File: src/rtl/multicycle_control_fsm_if.sv
// Control bundle between the multicycle control FSM (master) and the datapath (slave).
// It carries the ALU/IR status inputs, the write strobes, the mux selects and the debug state code.
interface multicycle_control_fsm_if;
    logic       overflow;
    logic       zero;
    logic [5:0] opcode;
    logic [5:0] funct;

    logic       PCWrite;
    logic       memRead;
    logic       memWrite;
    logic       IRWrite;
    logic       RegWrite;
    logic       ABWrite;
    logic       AluOutWrite;
    logic       MDRWrite;
    logic       EPCWrite;
    logic [2:0] aluOP;
    logic [2:0] muxIord;
    logic [1:0] muxAluSrcA;
    logic [1:0] muxAluSrcB;
    logic [2:0] muxRegDst;
    logic [2:0] muxMemToReg;
    logic [2:0] muxPCSource;
    logic       rstOut;
    logic       halted;
    logic [6:0] state_dbg;

    modport master (
        input  overflow, zero, opcode, funct,
        output PCWrite, memRead, memWrite, IRWrite, RegWrite, ABWrite,
               AluOutWrite, MDRWrite, EPCWrite, aluOP, muxIord, muxAluSrcA,
               muxAluSrcB, muxRegDst, muxMemToReg, muxPCSource, rstOut,
               halted, state_dbg
    );

    modport slave (
        output overflow, zero, opcode, funct,
        input  PCWrite, memRead, memWrite, IRWrite, RegWrite, ABWrite,
               AluOutWrite, MDRWrite, EPCWrite, aluOP, muxIord, muxAluSrcA,
               muxAluSrcB, muxRegDst, muxMemToReg, muxPCSource, rstOut,
               halted, state_dbg
    );
endinterface

File: src/rtl/multicycle_control_fsm.sv
// Multicycle MIPS control unit: a Moore FSM with memory wait states,
// overflow/unknown-opcode exceptions that vector through memory, and a halt state for break.
module multicycle_control_fsm #(
    parameter int MEM_LAT = 1,
    parameter int CNT_W   = 4,
    parameter bit EXC_EN  = 1'b1
) (
    input logic clk,
    input logic rst,
    multicycle_control_fsm_if.master bus
);

    typedef enum logic [6:0] {
        ST_INIT, ST_SP, FETCH, FETCH_IR, DECODE, EX_R, WB_R, EX_I, WB_I,
        ADDR, MEM_RD, LW_MDR, LW_WB, MEM_WR, BRANCH, JUMP, BREAK, HALT,
        EXC_OVF, EXC_OPC, EXC_RD, EXC_MDR, EXC_JMP
    } state_e;

    state_e             state_q, state_d;
    logic [CNT_W-1:0]   cnt_q, cnt_d;
    logic               excOvf_q, excOvf_d;

    logic lastBeat;
    logic isRType;
    logic isBreak;
    logic rTraps;

    assign lastBeat = (cnt_q == CNT_W'(MEM_LAT - 1));
    assign isRType  = (bus.opcode == 6'h00) &&
                      (bus.funct inside {6'h20, 6'h22, 6'h24, 6'h25, 6'h2a});
    assign isBreak  = (bus.opcode == 6'h00) && (bus.funct == 6'h0d);
    assign rTraps   = (bus.funct == 6'h20) || (bus.funct == 6'h22);

    always_ff @(posedge clk or negedge rst) begin
        if (!rst) begin
            state_q  <= ST_INIT;
            cnt_q    <= '0;
            excOvf_q <= 1'b0;
        end else begin
            state_q  <= state_d;
            cnt_q    <= cnt_d;
            excOvf_q <= excOvf_d;
        end
    end

    // The wait counter only advances inside the memory states; every other path clears it.
    always_comb begin
        state_d  = ST_INIT;
        cnt_d    = '0;
        excOvf_d = excOvf_q;
        case (state_q)
            ST_INIT:  state_d = ST_SP;
            ST_SP:    state_d = FETCH;
            FETCH: begin
                if (lastBeat) state_d = FETCH_IR;
                else begin
                    state_d = FETCH;
                    cnt_d   = cnt_q + CNT_W'(1);
                end
            end
            FETCH_IR: state_d = DECODE;
            DECODE: begin
                if (isRType)                                      state_d = EX_R;
                else if (isBreak)                                 state_d = BREAK;
                else if (bus.opcode inside {6'h08, 6'h0a})        state_d = EX_I;
                else if (bus.opcode inside {6'h23, 6'h2b})        state_d = ADDR;
                else if (bus.opcode inside {6'h04, 6'h05})        state_d = BRANCH;
                else if (bus.opcode == 6'h02)                     state_d = JUMP;
                else if (EXC_EN)                                  state_d = EXC_OPC;
                else                                              state_d = FETCH;
            end
            EX_R:     state_d = (EXC_EN && bus.overflow && rTraps) ? EXC_OVF : WB_R;
            WB_R:     state_d = FETCH;
            EX_I:     state_d = (EXC_EN && bus.overflow && bus.opcode == 6'h08) ? EXC_OVF : WB_I;
            WB_I:     state_d = FETCH;
            ADDR:     state_d = (bus.opcode == 6'h23) ? MEM_RD : MEM_WR;
            MEM_RD: begin
                if (lastBeat) state_d = LW_MDR;
                else begin
                    state_d = MEM_RD;
                    cnt_d   = cnt_q + CNT_W'(1);
                end
            end
            LW_MDR:   state_d = LW_WB;
            LW_WB:    state_d = FETCH;
            MEM_WR: begin
                if (lastBeat) state_d = FETCH;
                else begin
                    state_d = MEM_WR;
                    cnt_d   = cnt_q + CNT_W'(1);
                end
            end
            BRANCH:   state_d = FETCH;
            JUMP:     state_d = FETCH;
            BREAK:    state_d = HALT;
            HALT:     state_d = HALT;
            EXC_OVF: begin
                excOvf_d = 1'b1;
                state_d  = EXC_RD;
            end
            EXC_OPC: begin
                excOvf_d = 1'b0;
                state_d  = EXC_RD;
            end
            EXC_RD: begin
                if (lastBeat) state_d = EXC_MDR;
                else begin
                    state_d = EXC_RD;
                    cnt_d   = cnt_q + CNT_W'(1);
                end
            end
            EXC_MDR:  state_d = EXC_JMP;
            EXC_JMP:  state_d = FETCH;
            default:  state_d = ST_INIT;
        endcase
    end

    // Outputs follow the state; funct/opcode/zero only refine the ALU op and branch decision.
    always_comb begin
        bus.PCWrite     = 1'b0;
        bus.memRead     = 1'b0;
        bus.memWrite    = 1'b0;
        bus.IRWrite     = 1'b0;
        bus.RegWrite    = 1'b0;
        bus.ABWrite     = 1'b0;
        bus.AluOutWrite = 1'b0;
        bus.MDRWrite    = 1'b0;
        bus.EPCWrite    = 1'b0;
        bus.aluOP       = 3'b000;
        bus.muxIord     = 3'b000;
        bus.muxAluSrcA  = 2'b00;
        bus.muxAluSrcB  = 2'b00;
        bus.muxRegDst   = 3'b000;
        bus.muxMemToReg = 3'b000;
        bus.muxPCSource = 3'b000;
        bus.rstOut      = 1'b0;
        bus.halted      = 1'b0;
        bus.state_dbg   = state_q;
        case (state_q)
            ST_INIT: bus.rstOut = 1'b1;
            ST_SP: begin
                bus.RegWrite  = 1'b1;
                bus.muxRegDst = 3'b100;
            end
            FETCH: bus.memRead = 1'b1;
            FETCH_IR: begin
                bus.muxAluSrcB  = 2'b01;
                bus.aluOP       = 3'b001;
                bus.muxPCSource = 3'b001;
                bus.PCWrite     = 1'b1;
                bus.IRWrite     = 1'b1;
            end
            DECODE: begin
                bus.ABWrite     = 1'b1;
                bus.muxAluSrcB  = 2'b11;
                bus.aluOP       = 3'b001;
                bus.AluOutWrite = 1'b1;
            end
            EX_R: begin
                bus.muxAluSrcA  = 2'b10;
                bus.AluOutWrite = 1'b1;
                case (bus.funct)
                    6'h20:   bus.aluOP = 3'b001;
                    6'h22:   bus.aluOP = 3'b010;
                    6'h24:   bus.aluOP = 3'b011;
                    6'h25:   bus.aluOP = 3'b100;
                    6'h2a:   bus.aluOP = 3'b111;
                    default: bus.aluOP = 3'b000;
                endcase
            end
            WB_R: begin
                bus.muxRegDst   = 3'b010;
                bus.muxMemToReg = 3'b110;
                bus.RegWrite    = 1'b1;
            end
            EX_I: begin
                bus.muxAluSrcA  = 2'b10;
                bus.muxAluSrcB  = 2'b10;
                bus.AluOutWrite = 1'b1;
                bus.aluOP       = (bus.opcode == 6'h0a) ? 3'b111 : 3'b001;
            end
            WB_I: begin
                bus.muxMemToReg = 3'b110;
                bus.RegWrite    = 1'b1;
            end
            ADDR: begin
                bus.muxAluSrcA  = 2'b10;
                bus.muxAluSrcB  = 2'b10;
                bus.aluOP       = 3'b001;
                bus.AluOutWrite = 1'b1;
            end
            MEM_RD: begin
                bus.muxIord = 3'b001;
                bus.memRead = 1'b1;
            end
            LW_MDR: bus.MDRWrite = 1'b1;
            LW_WB: begin
                bus.muxMemToReg = 3'b001;
                bus.RegWrite    = 1'b1;
            end
            MEM_WR: begin
                bus.muxIord  = 3'b001;
                bus.memWrite = 1'b1;
            end
            BRANCH: begin
                bus.muxAluSrcA  = 2'b10;
                bus.aluOP       = 3'b010;
                bus.muxPCSource = 3'b010;
                bus.PCWrite     = ((bus.opcode == 6'h04) &&  bus.zero) ||
                                  ((bus.opcode == 6'h05) && !bus.zero);
            end
            JUMP: begin
                bus.muxPCSource = 3'b011;
                bus.PCWrite     = 1'b1;
            end
            BREAK: begin
                bus.muxAluSrcB  = 2'b01;
                bus.aluOP       = 3'b010;
                bus.muxPCSource = 3'b001;
                bus.PCWrite     = 1'b1;
            end
            HALT: bus.halted = 1'b1;
            EXC_OVF, EXC_OPC: begin
                bus.EPCWrite   = 1'b1;
                bus.muxAluSrcB = 2'b01;
                bus.aluOP      = 3'b010;
            end
            EXC_RD: begin
                bus.muxIord = excOvf_q ? 3'b011 : 3'b010;
                bus.memRead = 1'b1;
            end
            EXC_MDR: bus.MDRWrite = 1'b1;
            EXC_JMP: begin
                bus.muxPCSource = 3'b100;
                bus.PCWrite     = 1'b1;
            end
            default: ;
        endcase
    end

endmodule

File: src/flat_wrapper.sv
// flat-port wrapper written by rule: the top's interface ports become plain ports
module multicycle_control_fsm_flat 
#(
    parameter int MEM_LAT = 1,
    parameter int CNT_W   = 4,
    parameter bit EXC_EN  = 1'b1
)
  (clk, rst, bus_overflow, bus_zero, bus_opcode, bus_funct, bus_PCWrite, bus_memRead, bus_memWrite, bus_IRWrite, bus_RegWrite, bus_ABWrite, bus_AluOutWrite, bus_MDRWrite, bus_EPCWrite, bus_aluOP, bus_muxIord, bus_muxAluSrcA, bus_muxAluSrcB, bus_muxRegDst, bus_muxMemToReg, bus_muxPCSource, bus_rstOut, bus_halted, bus_state_dbg);
  multicycle_control_fsm_if bus_i ();
  input logic clk;
  input logic rst;
  input wire logic [$bits(bus_i.overflow)-1:0] bus_overflow;
  input wire logic [$bits(bus_i.zero)-1:0] bus_zero;
  input wire logic [$bits(bus_i.opcode)-1:0] bus_opcode;
  input wire logic [$bits(bus_i.funct)-1:0] bus_funct;
  output wire logic [$bits(bus_i.PCWrite)-1:0] bus_PCWrite;
  output wire logic [$bits(bus_i.memRead)-1:0] bus_memRead;
  output wire logic [$bits(bus_i.memWrite)-1:0] bus_memWrite;
  output wire logic [$bits(bus_i.IRWrite)-1:0] bus_IRWrite;
  output wire logic [$bits(bus_i.RegWrite)-1:0] bus_RegWrite;
  output wire logic [$bits(bus_i.ABWrite)-1:0] bus_ABWrite;
  output wire logic [$bits(bus_i.AluOutWrite)-1:0] bus_AluOutWrite;
  output wire logic [$bits(bus_i.MDRWrite)-1:0] bus_MDRWrite;
  output wire logic [$bits(bus_i.EPCWrite)-1:0] bus_EPCWrite;
  output wire logic [$bits(bus_i.aluOP)-1:0] bus_aluOP;
  output wire logic [$bits(bus_i.muxIord)-1:0] bus_muxIord;
  output wire logic [$bits(bus_i.muxAluSrcA)-1:0] bus_muxAluSrcA;
  output wire logic [$bits(bus_i.muxAluSrcB)-1:0] bus_muxAluSrcB;
  output wire logic [$bits(bus_i.muxRegDst)-1:0] bus_muxRegDst;
  output wire logic [$bits(bus_i.muxMemToReg)-1:0] bus_muxMemToReg;
  output wire logic [$bits(bus_i.muxPCSource)-1:0] bus_muxPCSource;
  output wire logic [$bits(bus_i.rstOut)-1:0] bus_rstOut;
  output wire logic [$bits(bus_i.halted)-1:0] bus_halted;
  output wire logic [$bits(bus_i.state_dbg)-1:0] bus_state_dbg;
  assign bus_i.overflow = bus_overflow;
  assign bus_i.zero = bus_zero;
  assign bus_i.opcode = bus_opcode;
  assign bus_i.funct = bus_funct;
  assign bus_PCWrite = bus_i.PCWrite;
  assign bus_memRead = bus_i.memRead;
  assign bus_memWrite = bus_i.memWrite;
  assign bus_IRWrite = bus_i.IRWrite;
  assign bus_RegWrite = bus_i.RegWrite;
  assign bus_ABWrite = bus_i.ABWrite;
  assign bus_AluOutWrite = bus_i.AluOutWrite;
  assign bus_MDRWrite = bus_i.MDRWrite;
  assign bus_EPCWrite = bus_i.EPCWrite;
  assign bus_aluOP = bus_i.aluOP;
  assign bus_muxIord = bus_i.muxIord;
  assign bus_muxAluSrcA = bus_i.muxAluSrcA;
  assign bus_muxAluSrcB = bus_i.muxAluSrcB;
  assign bus_muxRegDst = bus_i.muxRegDst;
  assign bus_muxMemToReg = bus_i.muxMemToReg;
  assign bus_muxPCSource = bus_i.muxPCSource;
  assign bus_rstOut = bus_i.rstOut;
  assign bus_halted = bus_i.halted;
  assign bus_state_dbg = bus_i.state_dbg;
  multicycle_control_fsm #(.MEM_LAT(MEM_LAT), .CNT_W(CNT_W), .EXC_EN(EXC_EN)) u_core (.clk(clk), .rst(rst), .bus(bus_i));
endmodule
File: config.mk
export PLATFORM = sky130hd
export DESIGN_NAME = multicycle_control_fsm_flat
export DESIGN_NICKNAME = d
export VERILOG_FILES = /design/src/rtl/multicycle_control_fsm_if.sv /design/src/rtl/multicycle_control_fsm.sv /design/src/flat_wrapper.sv
export SDC_FILE = /design/constraint.sdc
export NUM_CORES = 1
export LEC_CHECK = 0
export BUFFER_PORTS_ARGS = -buffer_cell sky130_fd_sc_hd__buf_2
export CAP_MARGIN = 10
export CELL_PAD_IN_SITES_DETAIL_PLACEMENT = 1
export CELL_PAD_IN_SITES_GLOBAL_PLACEMENT = 1
export CORE_MARGIN = 2
export CORE_UTILIZATION = 37
export CTS_CLUSTER_SIZE = 8
export DETAILED_ROUTE_END_ITERATION = 8
export GPL_TIMING_DRIVEN = 0
export PLACE_DENSITY = 0.88
export SLEW_MARGIN = 10
export SYNTH_ARGS = -nofsm -noshare
export SYNTH_HDL_FRONTEND = slang
export SYNTH_SLANG_ARGS = --single-unit
File: constraint.sdc
create_clock -name clk -period 3.9 [get_ports clk]
set_input_delay 0.195 -clock clk [delete_from_list [all_inputs] [get_ports clk]]
set_output_delay 0.195 -clock clk [all_outputs]
set_load 0.05 [all_outputs]
==> key figures, run 1 <==
Run status
  – Status: finished clean

Cells and area
  – Area Overhead vs Synth: 26.48%
  – Reg area: 250.2 um^2
  – Fillcell total: roughly 500
  – Ant. Diodes: 0
  – Share of cells above drive strength 1: 29.32%
  – Layout Nets: 268
  – Post-route core utilization: approximately half
  – Multi-input logic area: 0.001012 mm^2

Critical path
  – Cells on worst reg2reg path: 5
  – Critical path class: register to primary output
  – Required time of the critical path: between 3000 and 4000 ps
  – Crit path DAT: 2130 ps
  – R2r endpoint: u_core.bus.state_dbg[4]
  – CP max FO: 10
  – Crit path to: bus_aluOP[2]
  – Reg2Reg Launch Point: u_core.bus.state_dbg[0]
  – Worst R2R Setup Slack: ~2100 ps
  – Crit path from: u_core.bus.state_dbg[0]
  – Setup crit end kind: primary output
  – CP Launch Type: register

Route
  – Initial drt markers: around 140
  – Vias: 1725
  – Routed wl met2: around 2400 um
  – DR pass1 iterations: 4
  – Via density: 5.808
  – Post-DRT Antenna Nets: 0
  – DR WL met3: 255 um
  – M1 wire length: around 2200 um
  – Max Used Layer: met4
  – Drt total wl: 4942 um
  – Wirelength per Cell: 16.64 um
  – # DRC: 0

Synth
  – Mapped Cells: 194
  – Most common library cells after synthesis: 25 x nor2_1, 11 x nand2_1, 11 x nor3_1
  – Synthesized flop and latch total: 10
  – Synth top area cells: dfrtp_1 18%, nor2_1 6.7%, nand2b_1 4.5%
  – Seq/Total Area, Yosys: between 15 and 20%
  – Synth Flop Type: dfrtp_1
  – Count leader, synth: nor2_1
  – Leading area contributor after synthesis: dfrtp_1
  – Cell variety after synth: 58
  – EDFF count, synth: 0
  – Post-Syn Area: 0.001399 mm^2
  – Post-synthesis async set-or-reset flop share: 100.0%
  – Synthesized area per cell: 7.211 um^2
  – Yosys top cell area share: 17.89%
  – YS warnings: 0

Floorplan
  – Initial core utilization: 38.21%
  – DIE AREA: approximately 0.0043 mm^2
  – Chip width: 65.49 um
  – Std-Cell Rows: 22
  – IO Count: 53
  – Die H: 65.49 um
  – Core ar.: 0.003661 mm^2

STA
  – Final setup margin: 1575 ps
  – Final period util: 59.62%
  – Endpoints failing hold: 0
  – Slew @ Worst Pin: 595.8 ps
  – Unrepaired setup endpoints after global routing: false
  – Post-route minimum period: approximately 2300 ps
  – Setup Total Neg Slack: 0 ps
  – Fmax achieved: 430.1 MHz
  – Relative slew slack: 59.72%
  – Clock skew: 5.616 ps
  – Slew Viols, Final: 0
  – Final setup fails: 0

Global routing
  – Pin count of the biggest net entering global routing: 11
  – Number of global-route vias before repair: 1613
  – GRT Util Overall: 23.72%
  – Antenna violations before repair: 0
  – First-pass GRT wire length: 7969 um
  – Grt ovf: 0

Pwr
  – Leak: around 0.81 nW
  – Pwr Density: 863.2 mW/mm^2
  – Max VDD drop: 0.2532 mV
  – Total power: approximately 1.5 mW

Place
  – Dpl hpwl: 3814 um
  – Pre-CTS WS: 1872 ps
  – IO Port Bufs: 46
  – Final Wtd Congestion: 0.8665

Clock network
  – Clk buf depth: 2
  – TritonCTS clock tree: built
  – Cts bufs inserted: 3
  – CTS clk-pin slew, worst paths: 50 ps
  – Setup bufs post-CTS: 0
  – Skew-Pair Late Insertion Delay: 240 ps
  – H-tree depth: 1
  – CTS root buf: clkbuf_8
  – Clk sink count: 10

Flow run
  – Max Cap Viol: 0

Hold path
  – Worst Hold Class: input port to register
  – Hold depth: 2
routing by layer:
metal	vias up	global-route usage, %
met3	8	3.082
met4	0	7.552
met5	-	0
li1	810	-
met1	846	31.58
met2	61	39.67
how the worst min path moves through the flow:
stage                                          to     startpoint
final                     u_core.bus.state_dbg[3]  bus_opcode[4]
after global routing      u_core.bus.state_dbg[3]  bus_opcode[4]
after CTS                 u_core.bus.state_dbg[3]  bus_opcode[4]
after detailed placement          u_core.cnt_q[0]            rst
after global placement            u_core.cnt_q[1]            rst
after floorplan           u_core.bus.state_dbg[0]            rst
logic make-up (layout without fill, tap and decap cells):
kind of cell	Yosys count	after routing	synth area share (%)
DFF	10	10	17.89
muxes	3	3	2.236
other	1	5	0.2681
xor gates and xnor gates	3	3	1.879
and+or+nand+nor	99	99	41.23
adders and majority gates	2	2	1.789
AOI/OAI and AO/OA	49	49	23.88
buffers and inverters	27	78	10.82
power breakdown:
group,switching (mW),internal [mW],leakage (nW)
logic,0.905,0.326,0.651
clock network,0.0464,0.0892,0.0288
registers,0.0273,0.134,0.131
cell type report:
type | count | area share (%)
multi-input combinational | 161 | 57.21
sequential | 10 | 14.14
timing repair buffer | 47 | 13.58
buffer | 19 | 6.860
tap | 48 | 3.395
clock buffer | 4 | 3.112
inverter | 8 | 1.697
worst max-delay path: stages, from the launching register on:
cell	delay, ps
dfrtp_1	410
buf_2	240
nand2_1	160
nor3_1	450
nand3_1	220
o31ai_1	110
buf_2	300
state kept, by name, indices dropped and copies added (netlist names):
signal	cells
u_core.bus.state_dbg	5
u_core.excOvf_q	1
u_core.cnt_q	4
cell usage in the layout, fill, tap and decap left out, drive strengths merged, types with 4 or more instances in the layout:
master,synthesis,routed
buf,17,63
nor2,25,25
nor3,11,11
nand2,11,11
nand2b,10,10
dfrtp,10,10
nor2b,10,10
a21oi,8,8
inv,8,8
o21ai,8,8
nand3,7,7
clkbuf,2,6
conb,1,5
nor4b,5,5
a31oi,4,4
through the flow:
stage	std cells	hold WS, ps	area (um^2)
2_1_floorplan	198	-100.6	1414
3_3_place_gp	292	68.03	1704
3_5_place_dp	292	74.23	1704
4_1_cts	297	215.7	1769
5_1_grt	297	243.9	1769
6_report	297	227.7	1769
what timing repair did:
action,CTS,global route
hold buffers,1,0
endpoints found under the hold margin,10,0
endpoints found under the setup margin,0,0
resized for setup,0,0
(Power assumes the default switching activity.)
==> run 2, diff against run 1 <==
- ABC_AREA: default -> 1
- CORE_UTILIZATION: 37 -> 31
- PLACE_DENSITY: 0.88 -> 0.83
- clock period: 3.9 -> 2.4 ns (I/O delays scaled with it)
==> key figures, run 2 <==
Run status
  – Status: finished clean

Synth
  – Synthesized flop and latch total: 10
  – Seq/Total Area, Yosys: 19.88%
  – Post-synthesis async set-or-reset flop share: 100.0%
  – Most common library cells after synthesis: 48 x inv_1, 42 x nand2_1, 41 x nor2_1
  – YS warnings: 0
  – Synth top area cells: dfrtp_1 20%, inv_1 14%, nand3_1 14%
  – Mapped Cells: about 230
  – Count leader, synth: inv_1
  – Yosys top cell area share: about 20%
  – Synth Flop Type: dfrtp_1
  – EDFF count, synth: 0
  – Post-Syn Area: 0.001259 mm^2
  – Leading area contributor after synthesis: dfrtp_1
  – Synthesized area per cell: 5.545 um^2
  – Cell variety after synth: 25

Floorplan
  – Initial core utilization: 31.93%
  – Core ar.: 0.003943 mm^2
  – Chip width: 67.72 um
  – Std-Cell Rows: 23
  – Die H: 67.72 um
  – DIE AREA: 0.004586 mm^2
  – IO Count: 53

Critical path
  – Slowest stage delay, CP: 430 ps
  – CP max FO: 8
  – CP max-delay cell: dfrtp_1
  – Required time of the critical path: 2280 ps
  – Crit path DAT: ~2000 ps
  – Worst-path cell chain: inv_1 -> nor2_2 -> nand3_1 -> inv_1 -> o21ai_0 -> nand4_1 -> buf_2
  – CP Launch Type: register
  – Most common cell on crit path: inv_1
  – Setup crit end kind: primary output
  – Critical path class: register to primary output

Clock network
  – TritonCTS clock tree: built
  – H-tree depth: 1
  – Skew-Pair Late Insertion Delay: 240 ps
  – CTS root buf: clkbuf_8
  – Clk buf depth: 2
  – Clk sink count: 10
  – CTS clk-pin slew, worst paths: about 50 ps
  – Cts bufs inserted: 3

Pwr
  – Switching Fraction: about 66%
  – Switch Pwr: 1.347 mW
  – Max VDD drop: 0.4343 mV
  – Clock power frac: 10.6%
  – Int Pwr: 700.3 uW
  – Leak: ~1.1 nW
  – Combinational group share of total power: 75.9%
  – Pwr Density: 1251 mW/mm^2
  – Part of the power in registers: a little over an eighth

STA
  – Unrepaired setup endpoints after global routing: false
  – Final period util: 87.72%
  – Post-route minimum period: 2105 ps
  – Setup Total Neg Slack: 0 ps
  – Fmax achieved: 475.0 MHz
  – Endpoints failing hold: 0
  – Final setup fails: 0
  – Slew Viols, Final: 0
  – Clock skew: 4.218 ps

Route
  – Drt total wl: 4220 um
  – Initial drt markers: roughly 120
  – Vias: 1592
  – DR pass1 iterations: 4
  – Wirelength per Cell: roughly 13 um
  – # DRC: 0
  – Post-DRT Antenna Nets: 0
  – Via density: 4.781

Place
  – Placed inst area: 0.001572 mm^2
  – Placed insts: 328
  – Final Wtd Congestion: a little over 0.9
  – Dpl hpwl: 3500 um
  – IO Port Bufs: 47

Cells and area
  – Design Area, Final: 0.001637 mm^2
  – Ant. Diodes: 0
  – Share of cells above drive strength 1: between 20% and 30%
  – Most frequent cells in the layout: 48 x buf_2, 48 x inv_1, 42 x nand2_1
  – Area Overhead vs Synth: 30.02%
  – Layout Nets: between 300 and 400
  – Largest register FFs: 5
  – Cell Count, Final, Fillers Out: around 330

Global routing
  – First-pass GRT wire length: roughly 6700 um
  – Number of global-route vias before repair: ~1500
  – GRT Util Overall: 19.25%
  – Antenna violations before repair: 0
  – Pin count of the biggest net entering global routing: 11
  – Grt ovf: 0

Hold path
  – Worst Hold Class: input port to asynchronous set/reset pin

Flow run
  – Max Cap Viol: 0
run 2: cells by family (layout without fill, tap and decap cells):
kind of cell / count (synthesis) / after routing / synth area share, %
AO/OA/AOI/OAI: 16 / 16 / 7.058
adder cells (fa/ha/maj): 2 / 2 / 1.988
AND/OR/NAND/NOR: 137 / 137 / 49.60
other: 1 / 5 / 0.2979
flip-flops: 10 / 10 / 19.88
buffers and inverters: 59 / 111 / 19.78
XOR/XNOR: 2 / 2 / 1.392
run 2: worst paths after layout:
path,startpoint,endpoint,slack (ps),cells after the start
setup reg to reg,u_core.bus.state_dbg[3],u_core.bus.state_dbg[0],810,7
hold / removal,rst,u_core.cnt_q[2],260,2
setup / recovery,u_core.bus.state_dbg[2],bus_aluOP[0],290,7
max in group asynchronous,rst,u_core.bus.state_dbg[4],1950,2
hold reg to reg,u_core.excOvf_q,u_core.excOvf_q,540,2
min in group clk,bus_opcode[1],u_core.bus.state_dbg[3],290,5
run 2: repair_timing:
action / 4_1_cts / 5_1_grt
setup buffers: 0 / 0
endpoints found under the setup margin: 0 / 0
hold buffers: 1 / 0
endpoints found under the hold margin: 10 / 0
resized for setup: 0 / 0
run 2: critical path, delay by kind of cell, from the launching register on:
family / cells / cell delay [ps]
and+or+nand+nor: 3 / 680
buffers and inverters: 3 / 500
AOI/OAI and AO/OA: 1 / 140
DFF: 1 / 430
run 2: routing by layer:
layer | vias up | GRT usage (%) | share of wire (%)
met5 | - | 0 | 0
met4 | 0 | 7.398 | 2.1
met3 | 11 | 1.667 | 4.1
met2 | 50 | 33.95 | 50
met1 | 725 | 24.02 | 44
li1 | 806 | - | -
run 2: cell type report:
cell class / instances / area, um^2
fillers: 580 / 2306
inverters: 51 / 191.4
well taps: 50 / 62.56
plain buffers: 8 / 57.56
multi-input cells: 162 / 774.5
flip-flops and latches: 10 / 250.2
repair buffers: 48 / 245.2
clock buffers: 4 / 55.05
run 2: power by group through the flow:
stage                     clock network [mW]  registers, mW  logic, mW
after detailed placement                   0          0.278       1.55
final                                  0.217          0.277       1.55
after CTS                              0.215          0.275       1.56
after global placement                     0          0.278       1.52
after floorplan                            0          0.383       1.09
after global routing                   0.225          0.280       1.67
run 2: through the flow:
step	power, mW	setup slack (ps)	utilization, %	hold slack (ps)
global route	2.177	132.6	41.51	290.1
finish	2.047	294.7	41.51	263.7
floorplan	1.468	104.9	-	-175.6
CTS	2.052	289.0	41.51	271.7
detailed placement	1.825	558.4	39.86	-8.533
global placement	1.803	572.9	39.86	-10.22
